## src/rtl/warp_pkg.sv

```systemverilog
// Shared warp-scheduling types and default geometry.
// Used by the scheduler, the instruction buffer, the thread-mask decoder
// consumers and the readiness tracker.
package warp_pkg;

    localparam int DEF_NUM_WARPS        = 4;
    localparam int DEF_THREADS_PER_WARP = 8;
    localparam int WARP_ID_W            = (DEF_NUM_WARPS > 1) ? $clog2(DEF_NUM_WARPS) : 1;

    typedef logic [WARP_ID_W-1:0]            warp_id_t;
    typedef logic [DEF_THREADS_PER_WARP-1:0] thread_mask_t;

endpackage

```

## src/rtl/warp_stall_counter.sv

```systemverilog
// One per-warp saturating stall counter with its starvation compare.
// The starved flag is decoded straight from the counter register, so it
// changes on the same edge as the count.
module warp_stall_counter #(
    parameter int STALL_CNT_W   = 8,
    parameter int STARVE_THRESH = 16
) (
    input  logic clk,
    input  logic rst,
    input  logic clear,
    input  logic incr,
    output logic starved
);

    localparam logic [STALL_CNT_W-1:0] CNT_MAX    = '1;
    localparam logic [STALL_CNT_W-1:0] THRESH_VAL = STALL_CNT_W'(STARVE_THRESH);

    // A threshold above the counter ceiling could never be reached.
    if (STARVE_THRESH > (2 ** STALL_CNT_W) - 1) begin : g_thresh_check
        $error("warp_stall_counter: STARVE_THRESH exceeds the counter maximum");
    end

    logic [STALL_CNT_W-1:0] cnt_q;
    logic [STALL_CNT_W-1:0] cnt_d;

    // Clear beats increment; increment sticks at the maximum instead of wrapping.
    always_comb begin
        cnt_d = cnt_q;
        if (clear) begin
            cnt_d = '0;
        end else if (incr && (cnt_q != CNT_MAX)) begin
            cnt_d = cnt_q + STALL_CNT_W'(1);
        end
    end

    // Counter register with synchronous reset.
    always_ff @(posedge clk) begin
        if (rst) begin
            cnt_q <= '0;
        end else begin
            cnt_q <= cnt_d;
        end
    end

    assign starved = (cnt_q >= THRESH_VAL);

endmodule

```

## src/rtl/warp_ready_tracker.sv

```systemverilog
// Registered warp readiness tracker.
// Owns the per-thread busy bitmap: issues reserve threads and completions
// release them. Readiness is judged against the post-update bitmap, so a
// same-cycle completion unblocks a warp on the very next edge. It also flags
// illegal issues and keeps per-warp stall counters for starvation detection.
module warp_ready_tracker
    import warp_pkg::*;
#(
    parameter int NUM_WARPS        = DEF_NUM_WARPS,
    parameter int THREADS_PER_WARP = DEF_THREADS_PER_WARP,
    parameter int STALL_CNT_W      = 8,
    parameter int STARVE_THRESH    = 16,
    localparam int WID_W  = (NUM_WARPS > 1) ? $clog2(NUM_WARPS) : 1,
    localparam int BUSY_W = NUM_WARPS * THREADS_PER_WARP
) (
    input  logic                        clk,
    input  logic                        rst,
    input  logic [NUM_WARPS-1:0]        instr_valid,
    input  logic [BUSY_W-1:0]           instr_mask,
    input  logic                        issue_valid,
    input  logic [WID_W-1:0]            issue_warp,
    input  logic [THREADS_PER_WARP-1:0] issue_mask,
    input  logic                        cmpl_valid,
    input  logic [WID_W-1:0]            cmpl_warp,
    input  logic [THREADS_PER_WARP-1:0] cmpl_mask,
    output logic [NUM_WARPS-1:0]        ready_warps,
    output logic [NUM_WARPS-1:0]        starved_warps,
    output logic [BUSY_W-1:0]           busy_threads,
    output logic                        issue_err
);

    localparam int TPW = THREADS_PER_WARP;

    logic [BUSY_W-1:0]    busy_q;
    logic [BUSY_W-1:0]    busy_d;
    logic [BUSY_W-1:0]    set_vec;
    logic [BUSY_W-1:0]    clr_vec;
    logic [NUM_WARPS-1:0] ready_q;
    logic [NUM_WARPS-1:0] ready_d;
    logic                 issue_err_q;
    logic                 issue_err_d;
    logic                 issue_in_range;
    logic [NUM_WARPS-1:0] stall_clear;
    logic [NUM_WARPS-1:0] stall_incr;

    // Place the issue/completion masks at their warp slot; out-of-range
    // indices match no slot and leave the bitmap alone. Set wins over clear.
    always_comb begin
        set_vec = '0;
        clr_vec = '0;
        for (int w = 0; w < NUM_WARPS; w++) begin
            if (issue_valid && (issue_warp == WID_W'(w))) begin
                set_vec[w*TPW +: TPW] = issue_mask;
            end
            if (cmpl_valid && (cmpl_warp == WID_W'(w))) begin
                clr_vec[w*TPW +: TPW] = cmpl_mask;
            end
        end
        busy_d = (busy_q & ~clr_vec) | set_vec;
    end

    // A warp is ready when it has a head instruction whose threads are all idle after this cycle's update.
    always_comb begin
        ready_d = '0;
        for (int w = 0; w < NUM_WARPS; w++) begin
            ready_d[w] = instr_valid[w] &&
                         ((instr_mask[w*TPW +: TPW] & busy_d[w*TPW +: TPW]) == '0);
        end
    end

    // Flag issues to a non-ready warp, onto busy threads, or to a nonexistent warp.
    always_comb begin
        issue_in_range = 1'b0;
        issue_err_d    = 1'b0;
        for (int w = 0; w < NUM_WARPS; w++) begin
            if (issue_warp == WID_W'(w)) begin
                issue_in_range = 1'b1;
                if (!ready_q[w] || ((issue_mask & busy_q[w*TPW +: TPW]) != '0)) begin
                    issue_err_d = issue_valid;
                end
            end
        end
        if (issue_valid && !issue_in_range) begin
            issue_err_d = 1'b1;
        end
    end

    // Bitmap, readiness and error registers; reset drops every reservation.
    always_ff @(posedge clk) begin
        if (rst) begin
            busy_q      <= '0;
            ready_q     <= '0;
            issue_err_q <= 1'b0;
        end else begin
            busy_q      <= busy_d;
            ready_q     <= ready_d;
            issue_err_q <= issue_err_d;
        end
    end

    // Stall counters restart on an issue to the warp or when it has nothing queued, and count while it waits.
    always_comb begin
        stall_clear = '0;
        stall_incr  = '0;
        for (int w = 0; w < NUM_WARPS; w++) begin
            stall_clear[w] = (issue_valid && (issue_warp == WID_W'(w))) || !instr_valid[w];
            stall_incr[w]  = instr_valid[w] && !ready_q[w];
        end
    end

    for (genvar w = 0; w < NUM_WARPS; w++) begin : g_stall
        warp_stall_counter #(
            .STALL_CNT_W  (STALL_CNT_W),
            .STARVE_THRESH(STARVE_THRESH)
        ) u_stall_counter (
            .clk    (clk),
            .rst    (rst),
            .clear  (stall_clear[w]),
            .incr   (stall_incr[w]),
            .starved(starved_warps[w])
        );
    end

    assign ready_warps  = ready_q;
    assign busy_threads = busy_q;
    assign issue_err    = issue_err_q;

endmodule

```

## config.mk

```make
export PLATFORM = sky130hd
export DESIGN_NAME = warp_ready_tracker
export DESIGN_NICKNAME = d
export VERILOG_FILES = /design/src/rtl/warp_pkg.sv /design/src/rtl/warp_stall_counter.sv /design/src/rtl/warp_ready_tracker.sv
export SDC_FILE = /design/constraint.sdc
export NUM_CORES = 1
export LEC_CHECK = 0
export CAP_MARGIN = 15
export CORE_MARGIN = 1
export CORE_UTILIZATION = 37
export CTS_CLUSTER_SIZE = 25
export DETAILED_ROUTE_END_ITERATION = 6
export MAX_ROUTING_LAYER = met4
export SYNTH_ARGS = -nofsm -noshare
export SYNTH_HDL_FRONTEND = slang
export SYNTH_SLANG_ARGS = --single-unit
export TNS_END_PERCENT = 100
```

## constraint.sdc

```tcl
create_clock -name clk -period 5.8 [get_ports clk]
set_clock_uncertainty 0.2 [all_clocks]
set_input_delay 1.16 -clock clk [delete_from_list [all_inputs] [get_ports clk]]
set_output_delay 1.16 -clock clk [all_outputs]
set_load 0.05 [all_outputs]
```

# ---- Yosys cells after proc, flatten, opt, wreduce, memory -nomap -nowiden
# Cells that the tools add are included.
dict set report word_totals {
  reg_bits 69
  in_bits 60
  output_inout_bits 41
  word_cells 109
}
dict set report classes {
  addsub 4
  magnitude_cmp 4
  n_eq_ne 10
  muxes 21
  bitwise 11
  n_reduce_logical 52
}
# operator count
set op_table {}
lappend op_table {{AND 8 bit} 8}
lappend op_table {{two-way mux 8 bit} 8}
lappend op_table {{adder 8 x 1 -> 8 bit (second input constant)} 4}
lappend op_table {{AND 32 bit} 1}
lappend op_table {{greater-or-equal comparator 8 x 5 -> 1 bit (second input constant)} 4}
lappend op_table {{zero test 8 bit} 4}
lappend op_table {{inequality test 8 bit (second input constant)} 4}
lappend op_table {{NOT 32 bit} 1}
lappend op_table {{OR 32 bit} 1}
lappend op_table {{nonzero test 8 bit} 4}
lappend op_table {{logical AND 1 bit} 21}
lappend op_table {{two-way mux 1 bit} 13}
lappend op_table {{zero test 1 bit} 9}
lappend op_table {{== test 2 bit (second input constant)} 4}
lappend op_table {{logical OR 1 bit} 8}
lappend op_table {{OR reduction 2 bit} 4}
lappend op_table {{== test 2 x 1 -> 1 bit (second input constant)} 2}
lappend op_table {{zero test 2 bit} 2}

# ---- Logic depth before layout (Yosys ltp)
# Gate-level depths: netlist of the first run.
dict set report logic_depth {
  word_depth 12
  ltp_mapped 6
}

# ---- By module
# Synthesis of the first run repeated with hierarchy kept, for this count alone.
dict set report unflattened {
  hier_cells 460
  hier_area_um2 3783.6
}
# module n_inst cells_per_inst area_per_inst_um2 seq_area_each_um2
set modules_own_cells {}
lappend modules_own_cells {warp_ready_tracker 1 260 2057.0 740.7}
lappend modules_own_cells {warp_stall_counter 4 50 431.7 160.2}

# ---- Worst setup path before layout of the first run
# No wires, ideal clock.
dict set report synth_timing {
  kind {input-to-reg}
  start {in issue_valid}
  end {reg ready_q[1] (netlist: ready_warps[1])}
  setup_time_ps 88
  arrival_ps 2375
  slack_ps 3137
  cell_stages 5
  n_path_buf 1
  cell_sequence {and3b_1 -> buf_6 -> a31o_1 -> or4_4 -> nor4_2}
}
dict set report synth_via {
  elab_chain_cells 6
}
# item line_no
set synth_lines {}
lappend synth_lines {{from (decl)} warp_ready_tracker.sv:20} ;# input logic issue_valid,
lappend synth_lines {{logical AND 1 bit} warp_ready_tracker.sv:52} ;# if (issue_valid && (issue_warp == WID_W'(w))) begin
lappend synth_lines {{two-way mux 8 bit} warp_ready_tracker.sv:52}
lappend synth_lines {{OR 32 bit} warp_ready_tracker.sv:59} ;# busy_d = (busy_q & ~clr_vec) | set_vec;
lappend synth_lines {{AND 8 bit} warp_ready_tracker.sv:67} ;# ((instr_mask[w*TPW +: TPW] & busy_d[w*TPW +: TPW]) == '0);
lappend synth_lines {{zero test 8 bit} warp_ready_tracker.sv:67}
lappend synth_lines {{logical AND 1 bit} warp_ready_tracker.sv:66} ;# ready_d[w] = instr_valid[w] &&
lappend synth_lines {{to (signal assigned)} warp_ready_tracker.sv:96} ;# ready_q <= ready_d;
lappend synth_lines {{to (decl)} warp_ready_tracker.sv:38} ;# logic [NUM_WARPS-1:0] ready_q;
# No other way between the ends.
# A chain may end at the register's enable or synchronous reset.

# ---- Final worst setup path of the first run
dict set report layout_timing {
  start {reg g_stall[0].u_stall_counter.cnt_q[4]}
  end {out starved_warps[0]}
}
dict set report layout_via {
  elab_chain_cells 1
}
# item line_no
set layout_lines {}
lappend layout_lines {{from (decl)} warp_stall_counter.sv:23} ;# logic [STALL_CNT_W-1:0] cnt_q;
lappend layout_lines {{from (signal assigned)} warp_stall_counter.sv:41} ;# cnt_q <= cnt_d;
lappend layout_lines {{greater-or-equal comparator 8 x 5 -> 1 bit} warp_stall_counter.sv:45} ;# assign starved = (cnt_q >= THRESH_VAL);
lappend layout_lines {{to (decl)} warp_ready_tracker.sv:27} ;# output logic [NUM_WARPS-1:0] starved_warps,
# No other way between the ends.

==> results of run 1 <==
[kinds of logic after synthesis]
kind of cell    count (synthesis)  synth area share, %
buf+inv                        50                 5.71
compound gates                137                 24.2
simple gates                  205                 27.2
fa+ha+maj                       8                 2.62
mux                             4                 1.05
xor+xnor                       13                 2.99
flops                          69                 36.2
[per-layer routing]
layer	global-route usage [%]	wire length [µm]	vias to the layer above
li1	-	-	1924
met1	31.2	5620	1851
met2	36.3	5540	177
met3	5.03	844	27
met4	8.90	358	0
met5	-	0	-
[placed cells by master, fill, tap and decap left out, types with 5 or more instances in the layout]
cell type,synthesis,routed
clkdlybuf4s50_1,0,100
dfxtp_1,69,69
nand2_1,61,61
a22oi_1,55,55
nor2_1,54,54
a21oi_1,36,36
inv_1,14,14
o21ai_0,13,13
nand3_1,12,12
or3_1,11,11
nand2b_1,10,10
nand4_1,10,10
clkbuf_8,0,10
xnor2_1,9,9
or4_1,8,8
and3_1,8,8
ha_1,8,8
nor2b_1,6,6
nor4_1,5,5
[metrics by stage]
| step | util (%) | total power, mW | cell area [µm²] | setup slack [ps] |
|---|---|---|---|---|
| 2_1_floorplan | - | 0.617 | 3810 | 3140 |
| 3_3_place_gp | 49.0 | 0.709 | 4830 | 2420 |
| 3_5_place_dp | 49.0 | 0.710 | 4830 | 2360 |
| 4_1_cts | 51.2 | 1.16 | 5050 | 2470 |
| 5_1_grt | 51.2 | 1.20 | 5050 | 2410 |
| 6_report | 51.2 | 1.15 | 5050 | 2480 |
[tightest hold or removal path: cells and delay by family (launching register included)]
family | cells | cell delay (ps)
AO/OA/AOI/OAI | 2 | 120
flip-flops | 1 | 330
[state kept, by name (all words and copies together) (netlist names)]
register,count
g_stall.u_stall_counter.cnt_q,32
ready_warps,4
busy_threads,32
issue_err,1
[power by group through the flow]
stage | sequential [mW] | combinational [mW] | clock (mW)
floorplan | 0.541 | 0.0763 | 0
global placement | 0.511 | 0.199 | 0
detailed placement | 0.510 | 0.200 | 0
CTS | 0.500 | 0.200 | 0.458
global route | 0.501 | 0.215 | 0.480
finish | 0.500 | 0.202 | 0.449
[worst min-delay path by stage]
stage	startpoint	endpoint	slack, ps	cells after the start
after detailed placement	g_stall[3].u_stall_counter.cnt_q[7]	g_stall[3].u_stall_counter.cnt_q[7]	290	2
after floorplan	g_stall[3].u_stall_counter.cnt_q[7]	g_stall[3].u_stall_counter.cnt_q[7]	260	2
after global routing	g_stall[2].u_stall_counter.cnt_q[7]	g_stall[2].u_stall_counter.cnt_q[7]	330	2
after CTS	g_stall[3].u_stall_counter.cnt_q[7]	g_stall[3].u_stall_counter.cnt_q[7]	300	2
after global placement	g_stall[3].u_stall_counter.cnt_q[7]	g_stall[3].u_stall_counter.cnt_q[7]	280	2
final	g_stall[3].u_stall_counter.cnt_q[7]	g_stall[3].u_stall_counter.cnt_q[7]	300	2
[area by class of cell]
type	count	area, µm²
multi-input combinational	367	2210
fill	946	4810
tap	133	166
clock inverter	6	86.3
timing repair buffer	102	1020
clock buffer	10	138
sequential	69	1380
inverter	14	52.6
[synthesized netlist by cell type (5+ instances only)]
cell      instances
nand2b_1         10
or4_1             8
buf_2             6
inv_1            14
nor2b_1           6
nand3_1          12
or3_1            11
nor2_1           54
nand2_1          61
and3_1            8
nor4_1            5
ha_1              8
clkbuf_1         25
o21ai_0          13
a22oi_1          55
a21oi_1          36
dfxtp_1          69
nand4_1          10
xnor2_1           9
==> metrics.md, run 1 <==
| Metric | Value |
|---|---|
| Status | finished clean |
| WHS | 300 ps |
| Row count | 36 |
| Fin. max-slew vios | 0 |
| Clock power share | 39.0% |
| Biggest area consumer among synthesized cells | dfxtp_1 |
| Peak VDD IR | 0.113 mV |
| Crit path capture type | output port |
| Clock transition at path regs | 90 ps |
| Worst Setup EP | starved_warps[0] |
| Psw | 327 µW |
| Post-synth EDFFs | 0 |
| Worst reg2reg endpoint | g_stall[2].u_stall_counter.cnt_q[4] |
| Register-to-Register Path Depth | 5 |
| Slew HR | 48.7% |
| Critical path's top delay family | buffers and inverters |
| Antenna violations before repair | 0 |
| Top_reg_cell synth | dfxtp_1 |
| Max Root-Sink Buffers | 2 |
| Period Utilization, post-route | between 50% and 60% |
| H-tree depth | 3 |
| Clock sink total | 69 |
| Fin Setup TNS | 0 ps |
| Layout Cells excl Fill | 701 |
| GP Congestion | 0.913 |
| Chip height | 104 µm |
| Async set-reset flop share out of synthesis | 0% |
| Post-Route WL | 12.4 mm |
| Final number of setup-violating endpoints | 0 |
| Register area share after synthesis | a little over a third |
| Top Ports | 101 |
| First-pass GRT wire length | 19.8 mm |
| Sw Ratio | about 28% |
| RSZ-0062 raised after global routing | false |
| Critical path class | register to output port |
| Final #Nets | 631 |
| Initial core utilization | 38.7% |
| Worst-Skew Late Latency | 350 ps |
| Worst Setup SP | g_stall[0].u_stall_counter.cnt_q[4] |
| N_diodes | 0 |
| Root Buffer | clkbuf_8 |
| HPWL Detailed | between 8 and 9 mm |
| GRT Total Usage | 23.9% |
| GR Overflow Total | 0 |
| DRC | 0 |
| Worst slew pin tran | 764 ps |
| Worst path depth | 2 |
| Die area | 10700 µm² |
| Post-route minimum period | 3320 ps |
| Synth-to-layout area growth | 32.5% |
| Core Area | 9860 µm² |
| Flop2flop setup slack | 3870 ps |
| Peak Freq | 302 MHz |
| Worst Hold Class | register to register |
| Antenna-violating nets left | 0 |
| Combinational share of power | 17.5% |
| CTS Buf Count | 9 |
| Startpoint types | register |
| Share of layout cells above drive strength 1 | between 4 and 5% |
| Synth warnings | 0 |
| Seq pwr share | 43.4% |
| CTS tree | done |
| Cts repair resizes | 0 |
| Syn Std Cell Area | 3810 µm² |
| Post-synthesis register bit count | 69 |
| Hold Buf Count CTS | 0 |
| Area share of the largest cell type after synthesis | 36.2% |
| Vias | 3979 |
| DR pass1 iterations | 5 |
| Post-Syn Area per Cell | 7.85 µm² |
| PortBufs | 100 |
| Worst path max stage delay | 710 ps |
| Wire length per cell | approximately 18 µm |
| Via density | 5.68 |
| Crit path buffers/inverters | 1 |
| Data arrival time of the critical path | approximately 2000 ps |
| Critical-path maximum fanout | 6 |
| Vias in the first global route | 3845 |
| Synth Instances | 486 |
| Int Pwr | ~800 µW |
| Dpl cells | 685 |
| Total of max-cap violations | 0 |
| Syn_nets | 554 |
| Final Hold Viols | 0 |
| LEAKAGE | 1.73 nW |
| Unique masters post-synth | 50 |
| Cell chain of the critical path | or4_1 > clkdlybuf4s50_1 |
| P per Cell Area | 228 nW/µm² |
| Die W | between 100 and 150 µm |
| Worst path slowest cell | clkdlybuf4s50_1 |
| Reg-to-Reg Start | g_stall[2].u_stall_counter.cnt_q[1] |
| Postcts setup bufs | 0 |
| WP data required | 4440 ps |
| Largest net degree at the start of global routing | 27 |
| Initial DRC count | 265 |
| Synth top area cells | dfxtp_1 (36%), a22oi_1 (11%), nand2_1 (6.0%), nor2_1 (5.3%), a21oi_1 (4.7%) |
Power figures use the tool's default switching activity.
==> run 2: changes to the inputs <==
==> constraint.sdc (replaced) <==
create_clock -name clk -period 3.4 [get_ports clk]
set_clock_uncertainty 0.2 [all_clocks]
set_input_delay 0.68 -clock clk [delete_from_list [all_inputs] [get_ports clk]]
set_output_delay 0.68 -clock clk [all_outputs]
set_load 0.05 [all_outputs]
==> metrics.md, run 2 (synthesis results as in run 1) <==
| Metric | Value |
|---|---|
| Origin of the worst min-delay path | g_stall[3].u_stall_counter.cnt_q[6] |
| First-pass GRT wire length | approximately 20 mm |
| Via density | 5.80 |
| Die area | 10700 µm² |
| Total of max-cap violations | 0 |
| Clock power share | 38.9% |
| Data arrival time of the critical path | slightly below 2000 ps |
| Startpoint types | register |
| Crit path buffers/inverters | 1 |
| Die W | about 100 µm |
| Critical-path maximum fanout | 6 |
| Initial DRC count | between 300 and 400 |
| H-tree depth | 3 |
| Register-to-Register Path Depth | 5 |
| Crit path capture type | output port |
| Postcts setup bufs | 0 |
| Worst Hold Class | register to register |
| N_diodes | 0 |
| GP Congestion | 0.926 |
| PortBufs | 100 |
| Core Util, Final | 51.8% |
| Fin. max-slew vios | 0 |
| HPWL Detailed | ~9 mm |
| WHS | 299 ps |
| Seq pwr share | 43.1% |
| Worst reg2reg endpoint | g_stall[2].u_stall_counter.cnt_q[1] |
| Hold Path End | g_stall[3].u_stall_counter.cnt_q[6] |
| Critical path's top delay family | buffers and inverters |
| Chip height | 104 µm |
| Most frequent cells in the layout | clkdlybuf4s50_1 (100), dfxtp_1 (69), nand2_1 (61) |
| Cts repair resizes | 0 |
| WP data required | between 2000 and 3000 ps |
| DR pass1 iterations | 6 |
| Worst-Skew Late Latency | 350 ps |
| GRT Total Usage | 23.5% |
| RSZ-0062 raised after global routing | false |
| Peak VDD IR | 0.227 mV |
| Clock transition at path regs | 80 ps |
| Int Pwr | about 1.4 mW |
| P per Cell Area | 387 nW/µm² |
| Flop2flop setup slack | between 1000 and 1500 ps |
| Status | finished clean |
| CTS tree | done |
| Share of layout cells above drive strength 1 | 5.04% |
| Sw Ratio | 27.6% |
| Clock sink total | 69 |
| Cell chain of the critical path | or4_1 > clkdlybuf4s50_1 |
| GR Overflow Total | 0 |
| Largest net degree at the start of global routing | 33 |
| Root Buffer | clkbuf_8 |
| WHS Path Cells | 2 |
| Worst path slowest cell | clkdlybuf4s50_1 |
| Final Hold Viols | 0 |
| Period Utilization, post-route | 82.8% |
| Top Ports | 101 |
| Final number of setup-violating endpoints | 0 |
| LEAKAGE | 1.77 nW |
| Slew HR | roughly 48% |
| Dpl cells | 692 |
| Antenna violations before repair | 0 |
| Vias | 4108 |
| CTS Buf Count | 9 |
| Post-Route WL | 12.5 mm |
| Synth-to-layout area growth | 34.0% |
| Hold Buf Count CTS | 0 |
| Reg-to-Reg Start | g_stall[2].u_stall_counter.cnt_q[1] |
| Number of fill cells | 938 |
| Core Area | 9860 µm² |
| Critical path class | register to output port |
| Initial core utilization | 38.7% |
| Max Root-Sink Buffers | 2 |
| Row count | 36 |
| Antenna-violating nets left | 0 |
| Peak Freq | 355 MHz |
| Final #Nets | 638 |
| Worst slew pin tran | 777 ps |
| Wire length per cell | 17.7 µm |
| Combinational share of power | about 18% |
| Leading cell type in the layout, fill and taps excluded | clkdlybuf4s50_1 |
| DRC | 0 |
| Vias in the first global route | roughly 3800 |
| Layout Cells excl Fill | roughly 700 |
| Worst path max stage delay | 710 ps |
| Psw | 545 µW |
| Fin Setup TNS | 0 ps |
| Post-route minimum period | ~2800 ps |
run 2: how the worst max path moves through the flow:
stage                                         from          endpoint  cells past startpoint
6_report       g_stall[0].u_stall_counter.cnt_q[4]  starved_warps[0]                      2
5_1_grt        g_stall[2].u_stall_counter.cnt_q[4]  starved_warps[2]                      2
4_1_cts        g_stall[2].u_stall_counter.cnt_q[4]  starved_warps[2]                      2
3_5_place_dp                          cmpl_warp[0]    ready_warps[1]                      5
3_3_place_gp                            cmpl_valid    ready_warps[1]                      5
2_1_floorplan                          issue_valid    ready_warps[1]                      5
run 2: worst reg2reg max path, stage by stage, from the launching register on:
cell	delay (ps)
dfxtp_1	390
ha_1	210
nand3_1	90
o21ai_1	620
mux2i_1	260
nor2_1	60
run 2: power by group through the flow:
stage	sequential [mW]	clock, mW	combinational (mW)
global route	0.854	0.810	0.374
finish	0.852	0.768	0.355
global placement	0.870	0	0.346
CTS	0.851	0.780	0.350
floorplan	0.923	0	0.130
detailed placement	0.870	0	0.349
run 2: layout make-up:
type,count,area (µm²),area share [%]
Multi-Input combinational cell,367,2210,43.4
Sequential cell,69,1380,27.0
Timing Repair Buffer,109,1070,20.9
Tap cell,133,166,3.26
Clock buffer,12,155,3.04
Clock inverter,4,70.1,1.37
Inverter,14,52.6,1.03
run 2: layer usage:
layer	track usage [%]	wire length (µm)	part of all wire (%)	vias up
li1	-	-	-	1937
met1	30.3	5590	45	1952
met2	37.0	5820	47	199
met3	4.15	881	7.0	20
met4	8.59	202	1.6	0
met5	-	0	0	-
run 2: through the flow:
step           power (mW)  setup slack [ps]  instance area, µm²
2_1_floorplan        1.05              1220                3810
3_3_place_gp         1.22               594                4880
3_5_place_dp         1.22               557                4880
4_1_cts              1.98               561                5110
5_1_grt              2.04               519                5110
6_report             1.97               583                5110
==> run 3: changes to the inputs <==
--- a/config.mk
+++ b/config.mk
@@ -11,6 +11,7 @@
 export CTS_CLUSTER_SIZE = 25
 export DETAILED_ROUTE_END_ITERATION = 6
 export MAX_ROUTING_LAYER = met4
+export PLACE_DENSITY = 0.66
 export SYNTH_ARGS = -nofsm -noshare
 export SYNTH_HDL_FRONTEND = slang
 export SYNTH_SLANG_ARGS = --single-unit
==> constraint.sdc (replaced) <==
create_clock -name clk -period 2.4 [get_ports clk]
set_clock_uncertainty 0.2 [all_clocks]
set_input_delay 0.48 -clock clk [delete_from_list [all_inputs] [get_ports clk]]
set_output_delay 0.48 -clock clk [all_outputs]
set_load 0.05 [all_outputs]
==> metrics.md, run 3 (synthesis results as in run 1) <==
| Metric | Value |
|---|---|
| Status | finished clean |
| Data arrival time of the critical path | roughly 1600 ps |
| Fin. max-slew vios | 0 |
| Dpl cells | 723 |
| Die W | 104 µm |
| Top Ports | between 100 and 150 |
| Cts repair resizes | 0 |
| WHS Path Cells | 2 |
| Total of max-cap violations | 0 |
| Clock sink total | 69 |
| Root Buffer | clkbuf_8 |
| Critical path's top delay family | buffers and inverters |
| DR pass1 iterations | 5 |
| Leading cell type in the layout, fill and taps excluded | clkdlybuf4s50_1 |
| Critical-path maximum fanout | 4 |
| CTS Buf Count | 9 |
| P per Cell Area | 489 nW/µm² |
| First-pass GRT wire length | approximately 20 mm |
| Most frequent cells in the layout | clkdlybuf4s50_1 (96), dfxtp_1 (69), nand2_1 (61) |
| GP Congestion | 1.01 |
| Worst path slowest cell | clkdlybuf4s50_1 |
| Row count | 36 |
| H-tree depth | 3 |
| Worst path max stage delay | 840 ps |
| LEAKAGE | 1.90 nW |
| RSZ-0062 raised after global routing | false |
| Core Area | 9860 µm² |
| Chip height | 104 µm |
| WHS | approximately 320 ps |
| Post-route minimum period | 2280 ps |
| Antenna-violating nets left | 0 |
| DRC | 0 |
| Cell chain of the critical path | clkdlybuf4s50_1 |
| Synth-to-layout area growth | 38.1% |
| Layout Cells excl Fill | 738 |
| Setup WS pre-CTS | between 10 and 15 ps |
| Peak VDD IR | 0.228 mV |
| Share of layout cells above drive strength 1 | 10.1% |
| CTS tree | done |
| Largest net degree at the start of global routing | 19 |
| Final number of setup-violating endpoints | 0 |
| Post-Route WL | 12.5 mm |
| Critical path class | register to output port |
| Period Utilization, post-route | approximately 95% |
| Worst Hold Class | register to register |
| HPWL Detailed | approximately 9.6 mm |
| Crit path buffers/inverters | 1 |
| Hold Buf Count CTS | 0 |
| Worst path depth | 1 |
| Die area | 10700 µm² |
| Crit path capture type | output port |
| Clock transition at path regs | about 70 ps |
| Max Root-Sink Buffers | 2 |
| WP data required | 1720 ps |
| GRT Total Usage | 23.8% |
| Initial core utilization | 38.7% |
| Initial DRC count | 402 |
| Register-to-Register Path Depth | 6 |
| N_diodes | 0 |
| GR Overflow Total | 0 |
| Startpoint types | register |
| Vias | 4224 |
| Final WS setup | 119 ps |
| Antenna violations before repair | 0 |
| Peak Freq | 438 MHz |
| Worst-Skew Late Latency | 340 ps |
| Postcts setup bufs | 0 |
| Vias in the first global route | 4033 |
| Slew HR | 62.7% |
| Final #Nets | about 670 |
| Wire length per cell | around 17 µm |
| Final Hold Viols | 0 |
| Via density | about 5.7 |
| Worst slew pin tran | 546 ps |
| Fin Setup TNS | 0 ps |
| PortBufs | 100 |
==> run 3: report_power, final <==
part | switching (mW) | total [mW] | leakage (nW) | internal [mW]
Combinational | 0.299 | 0.543 | 1.25 | 0.245
Sequential | 0.0328 | 1.21 | 0.560 | 1.17
Clock | 0.427 | 0.823 | 0.0833 | 0.396
==> run 3: metrics by stage <==
step                util [%]  total power [mW]  instance area [µm²]
CTS                     53.4              2.58                 5270
finish                  53.4              2.57                 5270
floorplan                  -              1.49                 3810
global placement        51.8              1.76                 5110
detailed placement      51.8              1.77                 5110
global route            53.4              2.68                 5270
==> run 3: per-layer routing <==
layer	vias to the layer above	share of wire (%)	track usage, %
li1	1999	-	-
met1	1949	44	30.2
met2	229	45	36.3
met3	47	7.0	3.46
met4	0	4.2	13.1
met5	-	0	-
==> run 3: cell type report <==
type	count	area, µm²
fill	912	4600
multi-input combinational	367	2210
sequential	69	1380
timing repair buffer	140	1290
tap	133	166
clock buffer	13	149
inverter	14	52.6
clock inverter	2	10.0
==> run 3: worst paths after layout <==
path	startpoint	endpoint	slack, ps
worst max register to register	g_stall[2].u_stall_counter.cnt_q[1]	g_stall[2].u_stall_counter.cnt_q[1]	550
worst min register to register	g_stall[3].u_stall_counter.cnt_q[7]	g_stall[3].u_stall_counter.cnt_q[7]	320
worst max-delay path	busy_threads[29]	busy_threads[29]	120
worst min-delay path	g_stall[3].u_stall_counter.cnt_q[7]	g_stall[3].u_stall_counter.cnt_q[7]	320
